## config.mk

```make
export PLATFORM = sky130hd
export DESIGN_NAME = ln_mean_ctrl
export DESIGN_NICKNAME = d
export VERILOG_FILES = /design/src/rtl/ln_mean_ctrl.sv
export SDC_FILE = /design/constraint.sdc
export NUM_CORES = 1
export LEC_CHECK = 0
export CORE_MARGIN = 2
export CORE_UTILIZATION = 40
export CTS_BUF_LIST = sky130_fd_sc_hd__clkbuf_4
export CTS_CLUSTER_DIAMETER = 50
export CTS_CLUSTER_SIZE = 8
export DETAILED_ROUTE_END_ITERATION = 16
export HOLD_SLACK_MARGIN = 0.06
export PLACE_DENSITY = 0.67
export SKIP_LAST_GASP = 1
export SYNTH_ARGS = -nofsm -noshare
export SYNTH_HDL_FRONTEND = slang
export SYNTH_SLANG_ARGS = --single-unit
```

## constraint.sdc

```tcl
create_clock -name i_clk -period 2.1 [get_ports i_clk]
set_input_delay 0.525 -clock i_clk [delete_from_list [all_inputs] [get_ports i_clk]]
set_output_delay 0.525 -clock i_clk [all_outputs]
set_load 0.02 [all_outputs]
```

## src/rtl/ln_mean_ctrl.sv

```systemverilog
// ln_mean_ctrl: sequencer for the LayerNorm mean unit. It derives inv_n = round(256/N),
// clears and feeds the Ex unit one sample per handshake, then hands the mean to the consumer.
module ln_mean_ctrl #(
    parameter int XW      = 9,
    parameter int MW      = 8,
    parameter int LW      = 8,
    parameter int TIMEOUT = 64
) (
    input  logic          i_clk,
    input  logic          i_rstn,
    input  logic          i_start,
    input  logic [LW-1:0] i_len,
    input  logic [1:0]    i_alpha,
    output logic          o_busy,
    output logic          o_err,
    input  logic          i_x_valid,
    input  logic [XW-1:0] i_x,
    output logic          o_x_ready,
    output logic          o_ex_rstn,
    output logic          o_ex_valid,
    output logic [XW-1:0] o_ex_x,
    output logic [1:0]    o_ex_alpha,
    output logic [7:0]    o_ex_inv_n,
    input  logic          i_ex_done,
    input  logic [MW-1:0] i_ex,
    output logic          o_mean_valid,
    output logic [MW-1:0] o_mean,
    input  logic          i_mean_ready
);

    localparam int NW = 9;
    localparam int TW = $clog2(TIMEOUT + 1);

    typedef enum logic [2:0] {
        S_IDLE,
        S_DIV,
        S_CLR,
        S_STREAM,
        S_WAIT,
        S_OUT
    } state_t;

    state_t         state_q;
    logic [LW-1:0]  len_q;
    logic [1:0]     alpha_q;
    logic [LW-1:0]  rem_q;
    logic [NW-1:0]  quo_q;
    logic [3:0]     div_cnt_q;
    logic [7:0]     inv_n_q;
    logic [LW-1:0]  cnt_q;
    logic [TW-1:0]  timer_q;
    logic           busy_q;
    logic           err_q;
    logic           x_ready_q;
    logic           ex_rstn_q;
    logic           ex_valid_q;
    logic [XW-1:0]  ex_x_q;
    logic           mean_valid_q;
    logic [MW-1:0]  mean_q;

    logic [LW:0]    shifted_d;
    logic           fits_d;
    logic [LW-1:0]  rem_d;
    logic [NW-1:0]  quo_d;
    logic [NW-1:0]  numer_d;

    // One restoring-division step: the dividend is shifted MSB-first out of quo_q
    // while quotient bits are shifted in at the bottom.
    always_comb begin
        shifted_d = {rem_q, quo_q[NW-1]};
        fits_d    = (shifted_d >= {1'b0, len_q});
        rem_d     = LW'(fits_d ? (shifted_d - {1'b0, len_q}) : shifted_d);
        quo_d     = {quo_q[NW-2:0], fits_d};
        numer_d   = NW'(256) + NW'(i_len >> 1);
    end

    always_ff @(posedge i_clk) begin
        if (!i_rstn) begin
            state_q      <= S_IDLE;
            len_q        <= '0;
            alpha_q      <= '0;
            rem_q        <= '0;
            quo_q        <= '0;
            div_cnt_q    <= '0;
            inv_n_q      <= '0;
            cnt_q        <= '0;
            timer_q      <= '0;
            busy_q       <= 1'b0;
            err_q        <= 1'b0;
            x_ready_q    <= 1'b0;
            ex_rstn_q    <= 1'b0;
            ex_valid_q   <= 1'b0;
            ex_x_q       <= '0;
            mean_valid_q <= 1'b0;
            mean_q       <= '0;
        end else begin
            err_q      <= 1'b0;
            ex_valid_q <= 1'b0;
            ex_rstn_q  <= 1'b1;
            case (state_q)
                S_IDLE: begin
                    if (i_start) begin
                        if (i_len >= LW'(2)) begin
                            len_q     <= i_len;
                            alpha_q   <= i_alpha;
                            quo_q     <= numer_d;
                            rem_q     <= '0;
                            div_cnt_q <= '0;
                            busy_q    <= 1'b1;
                            state_q   <= S_DIV;
                        end else begin
                            err_q <= 1'b1;
                        end
                    end
                end
                S_DIV: begin
                    rem_q     <= rem_d;
                    quo_q     <= quo_d;
                    div_cnt_q <= div_cnt_q + 4'd1;
                    if (div_cnt_q == 4'(NW - 1)) begin
                        // quotient never exceeds 128, so the low byte holds it exactly
                        inv_n_q   <= quo_d[7:0];
                        ex_rstn_q <= 1'b0;
                        state_q   <= S_CLR;
                    end
                end
                S_CLR: begin
                    cnt_q   <= '0;
                    state_q <= S_STREAM;
                end
                S_STREAM: begin
                    if (i_x_valid && x_ready_q) begin
                        ex_x_q     <= i_x;
                        ex_valid_q <= 1'b1;
                        cnt_q      <= cnt_q + LW'(1);
                        if ((cnt_q + LW'(1)) == len_q) begin
                            x_ready_q <= 1'b0;
                            timer_q   <= '0;
                            state_q   <= S_WAIT;
                        end
                    end else begin
                        x_ready_q <= 1'b1;
                    end
                end
                S_WAIT: begin
                    if (i_ex_done) begin
                        mean_q       <= i_ex;
                        mean_valid_q <= 1'b1;
                        state_q      <= S_OUT;
                    end else if (timer_q == TW'(TIMEOUT - 1)) begin
                        err_q   <= 1'b1;
                        busy_q  <= 1'b0;
                        state_q <= S_IDLE;
                    end else begin
                        timer_q <= timer_q + TW'(1);
                    end
                end
                S_OUT: begin
                    if (i_mean_ready) begin
                        mean_valid_q <= 1'b0;
                        busy_q       <= 1'b0;
                        state_q      <= S_IDLE;
                    end
                end
                default: begin
                    state_q <= S_IDLE;
                end
            endcase
        end
    end

    assign o_busy       = busy_q;
    assign o_err        = err_q;
    assign o_x_ready    = x_ready_q;
    assign o_ex_rstn    = ex_rstn_q;
    assign o_ex_valid   = ex_valid_q;
    assign o_ex_x       = ex_x_q;
    assign o_ex_alpha   = alpha_q;
    assign o_ex_inv_n   = inv_n_q;
    assign o_mean_valid = mean_valid_q;
    assign o_mean       = mean_q;

endmodule

```

=== After elaboration in Yosys (flattened, before gate mapping) ===
Cells that the tools add are included.

* Bits in registers: 80
* Input port bits: 33
* Output and inout port bits: 33

* $lt $le $gt $ge: 2
* Reductions and logical operators: 19
* Equality and inequality tests: 20
* Mux-type cells: 44
* Add/subtract/negate cells: 5

{| class="wikitable"
|+ Operator list
! kind !! count
|-
| 2-to-1 mux 8 bit || 4
|-
| one-hot mux 8 bit (2 select lines) || 2
|-
| 2-to-1 mux 7 bit || 4
|-
| 2-to-1 mux 3 bit || 8
|-
| inequality test 2 bit (second input constant) || 10
|-
| 2-to-1 mux 9 bit || 2
|-
| one-hot mux 3 bit (6 select lines) || 1
|-
| one-hot mux 9 bit (2 select lines) || 1
|-
| 2-to-1 mux 1 bit || 15
|-
| one-hot mux 7 bit (2 select lines) || 1
|-
| AND reduction 2 bit || 6
|-
| adder 9 x 7 -> 9 bit (first input constant) || 1
|-
| greater-or-equal comparator 9 x 8 -> 1 bit || 1
|-
| AND reduction 3 bit || 3
|-
| adder 8 x 1 -> 8 bit (second input constant) || 1
|-
| equality test 8 bit || 1
|-
| greater-or-equal comparator 8 x 2 -> 1 bit (second input constant) || 1
|-
| 2-to-1 mux 4 bit || 2
|-
| one-hot mux 4 bit (2 select lines) || 1
|-
| nonzero test 2 bit || 4
|-
| subtractor 8 bit || 1
|-
| adder 7 x 1 -> 7 bit (second input constant) || 1
|-
| equality test 7 x 6 -> 1 bit (second input constant) || 1
|-
| AND reduction 7 bit || 1
|-
| 14 further kinds || 17
|}

=== Longest topological paths before layout ===
Gate-level depths: netlist of run 1.

* Depth in word-level cells: 5
* Depth in mapped cells: 9
* Depth with buffers taken out: 9

=== Worst setup path after synthesis of run 1 ===
OpenSTA, ideal clock, no wires.

* Kind: flip-flop to flip-flop
* Start point: register len_q[1]
* End point: register rem_q[0]
* Stages on the path, launching flop included: 10
* Data required time: 1.983 ns
* Setup time: 0.117 ns
* Arrival time: 2.176 ns
* Path buffers: 1
* Slack: -0.193 ns
* Cell sequence: dfxtp_1 > inv_1 > ha_1 > nor2b_4 > o31a_1 > o31a_1 > o41a_1 > buf_6 > mux2i_1 > a32o_1

* Longest elaborated chain between the ends: 3

{| class="wikitable"
|+ Ends and longest elaborated chain
! element !! line !! source
|-
| from (decl) || 44 || <nowiki>logic [LW-1:0] len_q;</nowiki>
|-
| from (signal assigned) || 104 || <nowiki>len_q <= i_len;</nowiki>
|-
| greater-or-equal comparator 9 x 8 -> 1 bit || 71 || <nowiki>fits_d = (shifted_d >= {1'b0, len_q});</nowiki>
|-
| 2-to-1 mux 8 bit || 72 || <nowiki>rem_d = LW'(fits_d ? (shifted_d - {1'b0, len_q}) : shifted_d);</nowiki>
|-
| one-hot mux 8 bit (2 select lines) || 100 || <nowiki>case (state_q)</nowiki>
|-
| to (signal assigned) || 117 || <nowiki>rem_q <= rem_d;</nowiki>
|-
| to (decl) || 46 || <nowiki>logic [LW-1:0] rem_q;</nowiki>
|}

No other way between the ends.
A chain may end at the register's enable or synchronous reset.

=== Worst setup path in the final report of run 1 ===
Ends and elaborated chain as after synthesis.

==> metrics, run 1 <==
violated checks negative setup slack; post-synthesis area per instance between 8 and 9 um^2; worst hold stages 2; synthesized instance count 465; most frequent cells after synthesis 80 x dfxtp_1, 68 x nand2_1, 51 x nor2_1, 44 x a21oi_1, 27 x o21ai_0; crit-path max FO 7; Lkg Pwr 2.030 nW; Fmax 0.4471 GHz; crit path capture type flop; number of global-route vias before repair 3,500; asr flop ratio synth 0%; Post-synth top flop dfxtp_1; die area 0.01071 mm^2; CP max stage cell o41a_1; post-synthesis sequential area ratio 40.44%; clk_skew 0.008600 ns; Worst R2R End rem_q[0]$_SDFFE_PN0P_; MaxCap Viol Count 0; unique cell type count in the Yosys netlist 70; first-pass GRT wire length roughly 17,000 um; Post-synth EDFFs 0; first-iteration detailed-routing DRC count 188; Overall Power 6.107 mW; fraction of layout cells with a size suffix above 1 19.36%; Die W about 100 um; Num CTS Buffers 9; Top delay family on crit path compound AO/OA/AOI/OAI gates; FF-to-FF setup slack -0.14 ns; Core Region 0.009684 mm^2; reg2reg path depth 8; area share of the largest cell type after synthesis 40.44%; Post-DP Area a little over 0.005 mm^2; status finished, violations left; CP most frequent cell o31a_1; # rows 36; CTS Hold Bufs 0; total track usage 18.91%; yosys warns 0; via count ~3,800; routed wire length 10,080 um; top-count cell post-synth dfxtp_1; final setup violation count 9; startpoint types flop; Syn Nets between 500 and 600; Post-DRT Antenna Nets 0; Die Height 103.5 um; Rel. slew slack approximately 56%; Post-Syn Area ~0.004 mm^2; Area growth syn-to-layout 35.99%; CTS tree built; worst min path class flop to flop; DRC 0; Vias/cell ~5.2; setup_tns -0.9487 ns; CP arrival 2.57 ns; clock tree buffer depth 2; Worst Hold End timer_q[6]$_SDFFE_PN0P_; H-Tree Level Count 3; largest net degree at the start of global routing 39; First-pass DRT Iterations 5; HPWL Detailed around 7600 um; Port Buffers 65; WS Path Type flop to flop; Worst Hold Slack roughly 0.45 ns; setup ws final -0.1365 ns; initial antenna violation count 0; Pins Over Slew Limit 0; measured slew at the worst slew-check pin 0.6542 ns; Setup Slack @ Placement -0.4469 ns; # diodes 0; Clock Root Buffer clkbuf_4; Yosys reg bits 80; Worst Hold Launch timer_q[6]$_SDFFE_PN0P_; synth top area cells dfxtp_1 40%, nand2_1 6.4%, a21oi_1 5.6%; Initial Util about two fifths; Fill cells 927; largest stage delay on the critical path 0.45 ns; CTS sink count 80; CP cell instances inv_2 > ha_4 > nor2b_4 > o31a_1 > o31a_1 > o41a_1 > mux2i_1 > a32o_1; clock slew at reported path FFs 0.14 ns; Final Cycle Share 106.5%; R2R Path Start len_q[1]$_SDFFE_PN0P_; grt total ovfl 0; CP Data Required Time 2.43 ns; NumNets Final 635; GP Congestion 0.8946; VDD IR max just over 0.0007 V; WL/cell between 10 and 15 um; P per Cell Area 1134 mW/mm^2; RSZ-0062 raised after global routing true; largest area contributor in the netlist dfxtp_1; clock latency on the worst-skew pair roughly 0.43 ns; post-route cell area 0.005385 mm^2; IO Pins 66; Fin. Hold Viols 0; Final min period 2.237 ns; CP bufs+invs 1
-- layout make-up --
type	instances	area (um^2)	area share, %
clock buffers	9	67.56	1.255
clock inverters	7	56.30	1.046
inverters	16	60.06	1.115
multi-input cells	343	2207	40.99
flip-flops and latches	80	1605	29.81
well taps	133	166.4	3.090
repair buffers	139	1222	22.70
-- sequential cells by signal, summed over array words and instances, names as in the netlist, 3 cells and up --
register	cells
cnt_q	8
div_cnt_q	4
len_q	8
o_ex_inv_n	8
o_ex_x	9
o_mean	8
quo_q	9
rem_q	8
state_q	3
timer_q	7
-- layout by cell type, fill, tap and decap left out, types with 2 or more instances in the layout --
cell / count
xnor2_1: 7
o21ai_1: 2
and3_1: 4
o21bai_1: 2
a21oi_1: 44
clkbuf_4: 9
nor2b_4: 2
nor2b_1: 2
clkinv_4: 2
dfxtp_1: 77
and4_1: 2
or3_1: 4
ha_4: 3
mux2i_1: 18
nand2_1: 68
a222oi_1: 5
a22oi_1: 8
clkinvlp_4: 2
nor2_1: 50
dfxtp_2: 3
nand3_1: 13
a32o_1: 2
nor3_1: 3
clkdlybuf4s50_1: 65
o21a_1: 3
a31oi_1: 2
xor2_1: 5
inv_1: 14
buf_4: 72
ha_1: 9
nand4_1: 5
a311oi_1: 3
nand4b_1: 4
inv_2: 2
nand3b_1: 8
o31a_1: 2
o21ai_0: 26
-- how the worst max path moves through the flow --
stage | slack [ns] | depth (start not counted) | to | startpoint
after floorplan | -0.14 | 9 | rem_q[0]$_SDFFE_PN0P_ | len_q[1]$_SDFFE_PN0P_
after global placement | -0.33 | 8 | state_q[2]$_SDFFE_PN0P_ | i_len[4]
after detailed placement | -0.45 | 8 | state_q[2]$_SDFFE_PN0P_ | i_len[7]
after CTS | -0.14 | 9 | rem_q[5]$_SDFFE_PN0P_ | len_q[1]$_SDFFE_PN0P_
after global routing | -0.23 | 9 | rem_q[3]$_SDFFE_PN0P_ | len_q[1]$_SDFFE_PN0P_
final | -0.14 | 8 | rem_q[0]$_SDFFE_PN0P_ | len_q[1]$_SDFFE_PN0P_
-- metal layers --
| metal | global-route usage (%) | vias to the layer above | routed length (um) |
|---|---|---|---|
| met1 | 25.30 | 1748 | 4695 |
| li1 | - | 1900 | - |
| met3 | 4.342 | 5 | 573 |
| met5 | 0 | - | 0 |
| met2 | 30.46 | 117 | 4734 |
| met4 | 5.792 | 0 | 76 |
-- worst reg2reg max path, delay by kind of cell, from the launching register on --
family                   cells  cell delay [ns]
adder cells (fa/ha/maj)      1             0.23
AO/OA/AOI/OAI                4             1.23
buffers and inverters        1             0.04
multiplexers                 1             0.17
flip-flops                   1             0.36
AND/OR/NAND/NOR              1             0.12
-- stage by stage --
stage               cells  utilization [%]
floorplan             465                -
global route          727            55.61
CTS                   726            54.99
global placement      708            53.26
finish                727            55.61
detailed placement    708            53.26
-- cells by family after synthesis --
kind of cell,synth area share [%]
buffers and inverters,5.719
xor gates and xnor gates,2.654
DFF,40.44
AOI/OAI and AO/OA,19.94
and+or+nand+nor,22.40
muxes,4.550
adders and majority gates,4.297
-- power by group --
part	total [mW]	internal, mW	switching, mW
sequential	1.94	1.74	0.206
combinational	3.32	1.70	1.62
clock	0.841	0.255	0.585
-- what timing repair did --
item | in CTS | in global routing
resized for setup | 6 | 12
pin swaps | 3 | 2
buffers inserted | 2 | 1
hold endpoints to repair | 0 | 0
gates cloned | 0 | 0
setup endpoints to repair | 17 | 19
Power figures use the tool's default switching activity.
==> run 2: changes to the inputs <==
- PLACE_DENSITY: 0.67 -> 0.65
==> run 2 against run 1 <==
Effect of this change:
- the flow still finishes with violations (negative setup slack)
- wire length grew 4.0%
- utilization shrank 0.12 points
- register-to-register slack lost 0.09 ns
- non-clock buffer count shrank 6
- count of clock-buffer cells in the layout is the same
- cell area shrank 0.21%
- final cell count shrank 0.83%
- hold slack lost 0.0024 ns
- clock skew grew 0.0095 ns
- sequential power is essentially flat
- critical path depth is the same
- via count grew 0.61%
- critical path type unchanged
- largest power group unchanged
- highest routed layer unchanged
==> metrics, run 2 (same netlist as run 1, synthesis figures left out) <==
clock slew at reported path FFs 0.14 ns; first-iteration detailed-routing DRC count 188; WL/cell approximately 15 um; startpoint types flop; Fin. Hold Viols 0; measured slew at the worst slew-check pin 0.6831 ns; DRC 0; Core Region around 0.0097 mm^2; GP Congestion 0.8335; largest net degree at the start of global routing 30; worst min path class flop to flop; Num CTS Buffers 9; CP bufs+invs 1; number of global-route vias before repair around 3,600; clock latency on the worst-skew pair 0.44 ns; HPWL Detailed 7925 um; Top delay family on crit path compound AO/OA/AOI/OAI gates; CP most frequent cell o31a_1; Die W 103.5 um; CP cell instances inv_2 > ha_4 > nor2b_4 > o31a_1 > o31a_1 > o41a_1 > mux2i_1 > a32o_1; Rel. slew slack a little over half; post-layout util 55.49%; clock tree buffer depth 2; IO Pins 66; Pins Over Slew Limit 0; Port Buffers 65; crit path capture type flop; # rows 36; via count around 3,800; Post-DRT Antenna Nets 0; Vias/cell 5.261; fraction of layout cells with a size suffix above 1 about a fifth; Clock Root Buffer clkbuf_4; P per Cell Area 1181 mW/mm^2; die area 0.01071 mm^2; H-Tree Level Count 3; Die Height 103.5 um; CTS tree built; status finished, violations left; Fmax 0.4292 GHz; largest stage delay on the critical path 0.52 ns; VDD IR max 0.0006981 V; CTS sink count 80; total track usage 19.87%; NumNets Final 629; routed wire length 10,480 um; commonest non-fill, non-tap cells in the layout 74 x dfxtp_1, 68 x nand2_1, 67 x buf_4; Lkg Pwr 2.026 nW; CP max stage cell o41a_1; Area growth syn-to-layout 35.70%; MaxCap Viol Count 0; WS Path Type flop to flop; grt total ovfl 0; RSZ-0062 raised after global routing true; CP Data Required Time between 2 and 2.5 ns; initial antenna violation count 0; CP arrival 2.66 ns; clk_skew about 0.018 ns; Final min period 2.330 ns; setup ws final -0.2300 ns; Final Cycle Share 111.0%; commonest non-fill, non-tap cell in the layout dfxtp_1; final setup violation count 9; First-pass DRT Iterations 5; first-pass GRT wire length 17,540 um; crit-path max FO 6; Initial Util 40.89%; # diodes 0; violated checks negative setup slack; Setup Slack @ Placement -0.4498 ns
run 2: worst min-delay path: stages, from the launching register on:
cell,delay (ns)
dfxtp_1,0.34
nand2_1,0.05
a21oi_1,0.03
run 2: worst paths after layout:
path	start	end	slack [ns]	cells after the start
setup / recovery	len_q[1]$_SDFFE_PN0P_	rem_q[0]$_SDFFE_PN0P_	-0.23	8
hold / removal	timer_q[6]$_SDFFE_PN0P_	timer_q[6]$_SDFFE_PN0P_	0.45	2
setup reg to reg	len_q[1]$_SDFFE_PN0P_	rem_q[0]$_SDFFE_PN0P_	-0.23	8
hold reg to reg	timer_q[6]$_SDFFE_PN0P_	timer_q[6]$_SDFFE_PN0P_	0.45	2
run 2: through the flow:
| stage | cell area [um^2] | setup TNS (ns) | total power [mW] | hold WS [ns] | std cells |
|---|---|---|---|---|---|
| after floorplan | 3961 | -0.4969 | 3.993 | 0.4068 | 465 |
| after global placement | 5107 | -4.971 | 4.833 | 0.4179 | 703 |
| after detailed placement | 5107 | -6.173 | 4.928 | 0.4215 | 703 |
| after CTS | 5331 | -1.374 | 6.215 | 0.4406 | 721 |
| after global routing | 5374 | -2.555 | 6.762 | 0.4794 | 721 |
| final | 5374 | -1.705 | 6.345 | 0.4464 | 721 |
run 2: area by class of cell:
class                           instances  area [um^2]
Clock inverter                          7        101.3
Inverter                               16        60.06
Tap cell                              133        166.4
Fill cell                             937         4310
Sequential cell                        80         1609
Timing Repair Buffer                  133         1165
Clock buffer                            9        67.56
Multi-Input combinational cell        343         2205
run 2: layer usage:
| layer | vias up | global-route usage (%) | wire, um |
|---|---|---|---|
| met5 | - | 0 | 0 |
| met1 | 1794 | 25.73 | 4846 |
| met4 | 0 | 8.108 | 220 |
| li1 | 1889 | - | - |
| met3 | 15 | 3.210 | 446 |
| met2 | 95 | 33.07 | 4968 |
run 2: power breakdown:
| group | switching (mW) | leakage [nW] | internal [mW] | total (mW) |
|---|---|---|---|---|
| clock network | 0.603 | 0.0905 | 0.498 | 1.10 |
| registers | 0.230 | 0.652 | 1.74 | 1.97 |
| logic | 1.63 | 1.28 | 1.64 | 3.27 |
| total | 2.46 | 2.03 | 3.88 | 6.35 |
run 2: timing repair:
item | in CTS | in global routing
setup buffers | 2 | 0
hold buffers | 0 | 0
pin swaps | 0 | 7
resized for setup | 10 | 18
endpoints found under the setup margin | 17 | 18
hold endpoints to repair | 0 | 0
